===== src/rtl/ksa_4bit_if.sv =====
// ksa_4bit operand/result bundle.
// master drives operands, slave returns results.
interface ksa_4bit_if;
  logic [3:0] a;
  logic [3:0] b;
  logic       cin;
  logic       in_valid;
  logic [3:0] s;
  logic [3:0] c;
  logic       out_valid;

  modport master (
    output a, b, cin, in_valid,
    input  s, c, out_valid
  );

  modport slave (
    input  a, b, cin, in_valid,
    output s, c, out_valid
  );
endinterface


===== src/rtl/ksa_4bit.sv =====
// Registered 4-bit Kogge-Stone adder, two-level prefix tree.
// KSA4BIT_IN_REG_EN adds an input register (latency 2).
module ksa_4bit (
  input  logic       clk,
  input  logic       rst_n,
  ksa_4bit_if.slave  bus
);

  logic [3:0] op_a;
  logic [3:0] op_b;
  logic       op_cin;
  logic       op_vld;

`ifdef KSA4BIT_IN_REG_EN
  logic [3:0] a_d, a_q;
  logic [3:0] b_d, b_q;
  logic       cin_d, cin_q;
  logic       vin_d, vin_q;

  // Next values for the operand capture stage.
  always_comb begin
    a_d   = bus.a;
    b_d   = bus.b;
    cin_d = bus.cin;
    vin_d = bus.in_valid;
  end

  // Operand capture stage, cleared on reset.
  always_ff @(posedge clk) begin
    if (!rst_n) begin
      a_q   <= '0;
      b_q   <= '0;
      cin_q <= 1'b0;
      vin_q <= 1'b0;
    end else begin
      a_q   <= a_d;
      b_q   <= b_d;
      cin_q <= cin_d;
      vin_q <= vin_d;
    end
  end

  assign op_a   = a_q;
  assign op_b   = b_q;
  assign op_cin = cin_q;
  assign op_vld = vin_q;
`else
  assign op_a   = bus.a;
  assign op_b   = bus.b;
  assign op_cin = bus.cin;
  assign op_vld = bus.in_valid;
`endif

  logic [3:0] g;
  logic [3:0] p;
  logic [3:0] g1;
  logic [3:1] p1;
  logic [3:0] gc;
  logic [3:0] s_d, s_q;
  logic [3:0] c_d, c_q;
  logic       vld_d, vld_q;

  // Prefix tree: bit g/p, span-1 level, span-2 level, sum.
  always_comb begin
    g = op_a & op_b;
    p = op_a ^ op_b;

    // Level 1: bit 0 absorbs cin (position -1, P=0).
    g1[0] = g[0] | (p[0] & op_cin);
    g1[1] = g[1] | (p[1] & g[0]);
    p1[1] = p[1] & p[0];
    g1[2] = g[2] | (p[2] & g[1]);
    p1[2] = p[2] & p[1];
    g1[3] = g[3] | (p[3] & g[2]);
    p1[3] = p[3] & p[2];

    // Level 2: span 2; bit 3 node also
    // takes cin so depth stays at two.
    gc[0] = g1[0];
    gc[1] = g1[1] | (p1[1] & op_cin);
    gc[2] = g1[2] | (p1[2] & g1[0]);
    gc[3] = g1[3]
          | (p1[3] & g1[1])
          | (p1[3] & p1[1] & op_cin);

    c_d   = gc;
    s_d   = p ^ {gc[2:0], op_cin};
    vld_d = op_vld;
  end

  // Result register, updates every cycle.
  always_ff @(posedge clk) begin
    if (!rst_n) begin
      s_q   <= '0;
      c_q   <= '0;
      vld_q <= 1'b0;
    end else begin
      s_q   <= s_d;
      c_q   <= c_d;
      vld_q <= vld_d;
    end
  end

  assign bus.s         = s_q;
  assign bus.c         = c_q;
  assign bus.out_valid = vld_q;

endmodule


===== src/flat_wrapper.sv =====
// flat-port wrapper written by rule: the top's interface ports become plain ports
module ksa_4bit_flat 
  (clk, rst_n, bus_a, bus_b, bus_cin, bus_in_valid, bus_s, bus_c, bus_out_valid);
  ksa_4bit_if bus_i ();
  input  logic clk;
  input  logic rst_n;
  input wire logic [$bits(bus_i.a)-1:0] bus_a;
  input wire logic [$bits(bus_i.b)-1:0] bus_b;
  input wire logic [$bits(bus_i.cin)-1:0] bus_cin;
  input wire logic [$bits(bus_i.in_valid)-1:0] bus_in_valid;
  output wire logic [$bits(bus_i.s)-1:0] bus_s;
  output wire logic [$bits(bus_i.c)-1:0] bus_c;
  output wire logic [$bits(bus_i.out_valid)-1:0] bus_out_valid;
  assign bus_i.a = bus_a;
  assign bus_i.b = bus_b;
  assign bus_i.cin = bus_cin;
  assign bus_i.in_valid = bus_in_valid;
  assign bus_s = bus_i.s;
  assign bus_c = bus_i.c;
  assign bus_out_valid = bus_i.out_valid;
  ksa_4bit u_core (.clk(clk), .rst_n(rst_n), .bus(bus_i));
endmodule

===== config.mk =====
export PLATFORM = sky130hd
export DESIGN_NAME = ksa_4bit_flat
export DESIGN_NICKNAME = d
export VERILOG_FILES = /design/src/rtl/ksa_4bit_if.sv /design/src/rtl/ksa_4bit.sv /design/src/flat_wrapper.sv
export SDC_FILE = /design/constraint.sdc
export NUM_CORES = 1
export LEC_CHECK = 0
export CAP_MARGIN = 20
export CORE_AREA = 4 4 46 48
export CTS_CLUSTER_DIAMETER = 200
export DETAILED_ROUTE_END_ITERATION = 10
export DIE_AREA = 0 0 50 52
export SLEW_MARGIN = 20
export SYNTH_ARGS = -nofsm -noshare
export SYNTH_HDL_FRONTEND = slang
export SYNTH_SLANG_ARGS = --single-unit

===== constraint.sdc =====
create_clock -name clk -period 3.5 [get_ports clk]
set_input_delay 0.35 -clock clk [delete_from_list [all_inputs] [get_ports clk]]
set_output_delay 0.35 -clock clk [all_outputs]
set_load 0.05 [all_outputs]

==> results_dict.tcl, run 1 <==
set metrics [dict create \
    diodes 0 \
    power_frac_seq_pct 39.5 \
    synth.most_common_cell "dfxtp_1" \
    fp.dieW_um 50 \
    power_frac_comb_pct 33.1 \
    holdCritPathClass "input pin to flop" \
    vias 324 \
    maxClockFrequency_mhz 579 \
    run_status "finished, final reports clean" \
    synth_seq_cells 9 \
    post_synthesis_sequential_area_ratio_pct 45.0 \
    layout.nets 77 \
    wp_buf_inv 1 \
    report.final.hold_viol_count 0 \
    place_congestion 0.597 \
    numCtsBuffers 3 \
    kind_of_end_point_of_the_critical_path "output port" \
    post-dp-hpwl_um 615 \
    synth.largest_area_cell "dfxtp_1" \
    io_buffer_count 20 \
    grt_setup_unrepaired "no" \
    post-synth-top-area-fraction_pct 45.0 \
    timing.critical_path.cells "clkdlybuf4s50_1" \
    holdCritStartpoint "bus_in_valid" \
    detail_route.wl_per_cell_um 8.51 \
    synthesis.yosys.warnings 0 \
    finalCritPeriodShare_pct 49.3 \
    largest_driver_fanout_on_the_critical_path 1 \
    total_iterations_of_the_first_detailed_routing_run 2 \
    worst-endpoint-arrival_ns 1.38 \
    cts_hold_buffers 0 \
    ios 21 \
    holdPathStages 2 \
    synth_ff_type "dfxtp_1" \
    final_worst_setup_slack_ns 1.77 \
    power.switching_fraction_pct 32.5 \
    cts_resized 0 \
    worst_ep_required_time_ns 3.15 \
    final-setup-viol-count 0 \
    synth.top_cells.by_count "dfxtp_1, ha_1, and2_1" \
    max_slew.worst_pin.slew_ns 0.497 \
    total_switching_power_w 0.0000941 \
    placement.setup.worst_slack_ns 1.58 \
    power.density_cell_area_nw_per_um2 444 \
    grt_start_max_net_pins 14 \
    drive_above_1_share_pct 11.9 \
    critical_path.top_delay_family "buffers and inverters" \
    synthTopCellsByArea "dfxtp_1, ha_1, fa_1, mux2i_1, and2_1" \
    syn_area_per_cell_um2 11.1 \
    grt_antenna_before_repair 0 \
    grt.overflow.total 0 \
    clkPwrFrac_pct 27.3 \
    clock-root-buffer "clkbuf_4" \
    start_util_pct 23.4 \
    synth_cell_type_count 18 \
    final_util_pct 38.2 \
    design_power_total_w 0.000289 \
    core.rowCount 15 \
    synth_fp_nets 53 \
    syn_inst 36 \
    synth_edf_count 0 \
    vdd_drop_max_v 0.000126 \
    cts.reportedPaths.clkPinSlew_ns 0.07 \
    fin_tns_setup_ns 0 \
    cts.sinks 9 \
    cts-htree-levels 1 \
    critPathMaxStageDelay_ns 0.80 \
    maximum_buffer_depth_of_the_clock_tree 2 \
    post-cts-setup-buffer-count 0 \
    remaining_drcs 0 \
    postSynth.asyncResetShare_pct 0 \
    p_int_w 0.000195 \
    die_area_um2 2600 \
    maxSlewViolCount 0 \
    core_region_area_um2 1710 \
    grt.total_usage_pct 6.15 \
    period_needed_ns 1.73 \
    syn_to_final_growth_pct 62.8 \
    leakage_nw 0.278 \
    worstHoldEndpoint "u_core.bus.out_valid" \
    crit_path_start_kind "flop" \
    floorplan.die.height_um 52 \
    tritoncts "built" \
    routed_via_density 3.86 \
    max_slew_margin_pct 66.8 \
    route.final.wire_length_um 715 \
    critical-path-slowest-cell "clkdlybuf4s50_1" \
    syn_area_um2 400 \
    drt_initial_violations 3 \
    grt_pass1_wl_mm 1.13 \
    antenna_violating_nets_post_route 0 \
    cap_violations 0 \
    grt_pass1_vias 299 \
    path_class "flop to output port" \
]
==> cell usage in the layout, fill, tap and decap left out, drive strengths merged <==
cell type,count
ha,4
dfxtp,9
fa,1
clkinv,1
clkbuf,3
xor2,1
a21o,2
nor2b,2
and2,4
or2b,1
clkdlybuf4s50,20
a21oi,3
mux2i,2
and3,1
nand2,2
o21ai,1
nand3,1
nand2b,1
==> per-layer routing <==
layer / global-route usage, % / vias to the layer above / routed length [um]
li1: - / 167 / -
met1: 5.23 / 141 / 300
met2: 10.2 / 12 / 358
met3: 1.72 / 4 / 31
met4: 8.29 / 0 / 23
met5: 0 / - / 0
==> worst max-delay path by stage <==
stage / end / start / cells after the start / slack, ns
3_5_place_dp: u_core.bus.s[3] / bus_cin / 5 / 1.58
4_1_cts: bus_s[3] / u_core.bus.s[3] / 1 / 1.76
6_report: bus_s[3] / u_core.bus.s[3] / 1 / 1.77
5_1_grt: bus_s[3] / u_core.bus.s[3] / 1 / 1.73
3_3_place_gp: u_core.bus.s[3] / bus_cin / 5 / 1.61
2_1_floorplan: u_core.bus.s[3] / bus_cin / 4 / 2.11
==> layout make-up <==
| type | instances | area (um2) |
|---|---|---|
| repair buffers | 20 | 200 |
| well taps | 25 | 31.3 |
| clock inverters | 1 | 5.00 |
| multi-input cells | 26 | 213 |
| clock buffers | 3 | 22.5 |
| flip-flops and latches | 9 | 180 |
| fillers | 178 | 1060 |
==> power groups by stage <==
| stage | clock network (W) | logic [W] | registers, W |
|---|---|---|---|
| final | 0.0000791 | 0.0000959 | 0.000114 |
| after global routing | 0.0000884 | 0.000102 | 0.000115 |
| after CTS | 0.0000808 | 0.0000968 | 0.000114 |
| after floorplan | 0 | 0.0000257 | 0.000152 |
| after detailed placement | 0 | 0.0000966 | 0.000117 |
| after global placement | 0 | 0.0000960 | 0.000117 |
==> stage by stage <==
stage	std cells	instance area [um2]	hold WS, ns
6_report	84	652	0.678
5_1_grt	84	652	0.672
3_3_place_gp	80	624	0.935
4_1_cts	84	652	0.675
3_5_place_dp	80	624	0.944
2_1_floorplan	36	400	0.477
==> registers in the layout, summed over array words and instances, names as in the netlist <==
register / count
u_core.bus.out_valid: 1
u_core.bus.c: 4
u_core.bus.s: 4
==> kinds of logic after synthesis <==
kind of cell / after synthesis / share of synthesized area (%)
fa+ha+maj: 5 / 17.5
compound gates: 6 / 10.6
mux: 2 / 5.00
xor+xnor: 1 / 2.19
flops: 9 / 45.0
buf+inv: 1 / 1.88
simple gates: 12 / 17.8
Note: power is estimated with default switching activity, not from simulation.
==> run 2, diff against run 1 <==
==> constraint.sdc (replaced) <==
create_clock -name clk -period 1.5 [get_ports clk]
set_input_delay 0.15 -clock clk [delete_from_list [all_inputs] [get_ports clk]]
set_output_delay 0.15 -clock clk [all_outputs]
set_load 0.05 [all_outputs]
==> results_dict.tcl, run 2 (synthesis results as in run 1) <==
set metrics [dict create \
    period_needed_ns 1.42 \
    grt.busiest_layer "met2" \
    floorplan.die.height_um 52 \
    layout_commonest_cell "buf_4" \
    detail_route.wl_per_cell_um 8.17 \
    clock-root-buffer "clkbuf_4" \
    routed_via_density 3.69 \
    route.final.wire_length_um 711 \
    critPathMaxStageDelay_ns 0.45 \
    final.fill_count 172 \
    post-cts-setup-buffer-count 0 \
    wp_buf_inv 1 \
    grt_pass1_wl_mm 1.03 \
    syn_to_final_growth_pct 62.5 \
    core_region_area_um2 1710 \
    final_util_pct 38.1 \
    place_congestion 0.604 \
    cts_resized 0 \
    largest_driver_fanout_on_the_critical_path 2 \
    holdCritStartpoint "bus_in_valid" \
    global_route_track_usage_on_met1_pct 5.21 \
    kind_of_end_point_of_the_critical_path "flop" \
    start_util_pct 23.4 \
    path_class "input pin to flop" \
    layout.nets 80 \
    timing.critical_path.from "bus_cin" \
    cts.sinks 9 \
    grt_setup_unrepaired "no" \
    final_worst_setup_slack_ns 0.0824 \
    post-dp-hpwl_um 633 \
    layout.cells.non_filler 87 \
    finalCritPeriodShare_pct 94.5 \
    grt_antenna_before_repair 0 \
    max_slew.worst_pin.slew_ns 0.191 \
    design_power_total_w 0.000672 \
    critical-path-slowest-cell "clkdlybuf4s50_1" \
    grt_util_met3_pct 2.01 \
    tritoncts "built" \
    power.density_cell_area_nw_per_um2 1030 \
    final-setup-viol-count 0 \
    placedCellCount 83 \
    total_iterations_of_the_first_detailed_routing_run 4 \
    vdd_drop_max_v 0.000251 \
    cts_hold_buffers 0 \
    drive_above_1_share_pct 29.0 \
    grt_start_max_net_pins 8 \
    grt.total_usage_pct 5.54 \
    globalRouteMet2Util_pct 9.13 \
    max_slew_margin_pct 87.2 \
    vias 321 \
    report.final.hold_viol_count 0 \
    placement.setup.worst_slack_ns -0.201 \
    fp.dieW_um 50 \
    maxClockFrequency_mhz 705 \
    maximum_buffer_depth_of_the_clock_tree 2 \
    cap_violations 0 \
    holdCritPathClass "input pin to flop" \
    grt.overflow.total 0 \
    cts-htree-levels 1 \
    numCtsBuffers 3 \
    drt_initial_violations 1 \
    io_buffer_count 20 \
    remaining_drcs 0 \
    die_area_um2 2600 \
    crit_path_start_kind "input pin" \
    cts.reportedPaths.clkPinSlew_ns 0.06 \
    worst-endpoint-arrival_ns 1.61 \
    run_status "finished, final reports clean" \
    worst_ep_required_time_ns 1.69 \
    leakage_nw 0.304 \
    ios 21 \
    core.rowCount 15 \
    critical_path.top_delay_family "buffers and inverters" \
    layout.cells.most_common_list "buf_4, clkdlybuf4s50_1, dfxtp_1, ha_1" \
    maxSlewViolCount 0 \
    diodes 0 \
    grt_pass1_vias 268 \
    antenna_violating_nets_post_route 0 \
    timing.critical_path.cells "clkdlybuf4s50_1, fa_1, a21o_1, a21oi_2, mux2i_1" \
]
## run 2: cell types whose count changed in the layout (fill, tap and decap cells not counted), sizes merged
cell / change
clkinv: -1
buf: +12
clkbuf: +1
clkdlybuf4s50: -9
## run 2: final cells by class
class	instances	area [um2]	share of cell area [%]
clock buffer	4	26.3	4.04
sequential	9	180	27.7
multi-input combinational	26	213	32.7
timing repair buffer	23	200	30.8
tap	25	31.3	4.81
## run 2: where the power goes
| part | switching [W] | internal [W] | total (W) |
|---|---|---|---|
| Combinational | 0.000129 | 0.0000945 | 0.000223 |
| Clock | 0.0000799 | 0.000102 | 0.000182 |
| Sequential | 0.00000519 | 0.000262 | 0.000267 |
## run 2: per-stage QoR
step / instance area [um2] / hold slack (ns) / setup TNS (ns)
after detailed placement: 624 / 0.601 / -0.570
after floorplan: 400 / 0.277 / 0
final: 651 / 0.466 / 0
after global routing: 651 / 0.480 / 0
after CTS: 651 / 0.474 / 0
after global placement: 624 / 0.602 / -0.458
## run 2: layer usage
| metal | routed length, um | part of all wire [%] |
|---|---|---|
| met5 | 6 | 0.84 |
| met4 | 16 | 2.3 |
| met3 | 49 | 6.9 |
| met2 | 360 | 51 |
| met1 | 278 | 39 |
## run 2: worst paths after layout
| check | to | cells after the start | slack (ns) |
|---|---|---|---|
| max | u_core.bus.s[3] | 5 | 0.08 |
| min | u_core.bus.out_valid | 2 | 0.47 |
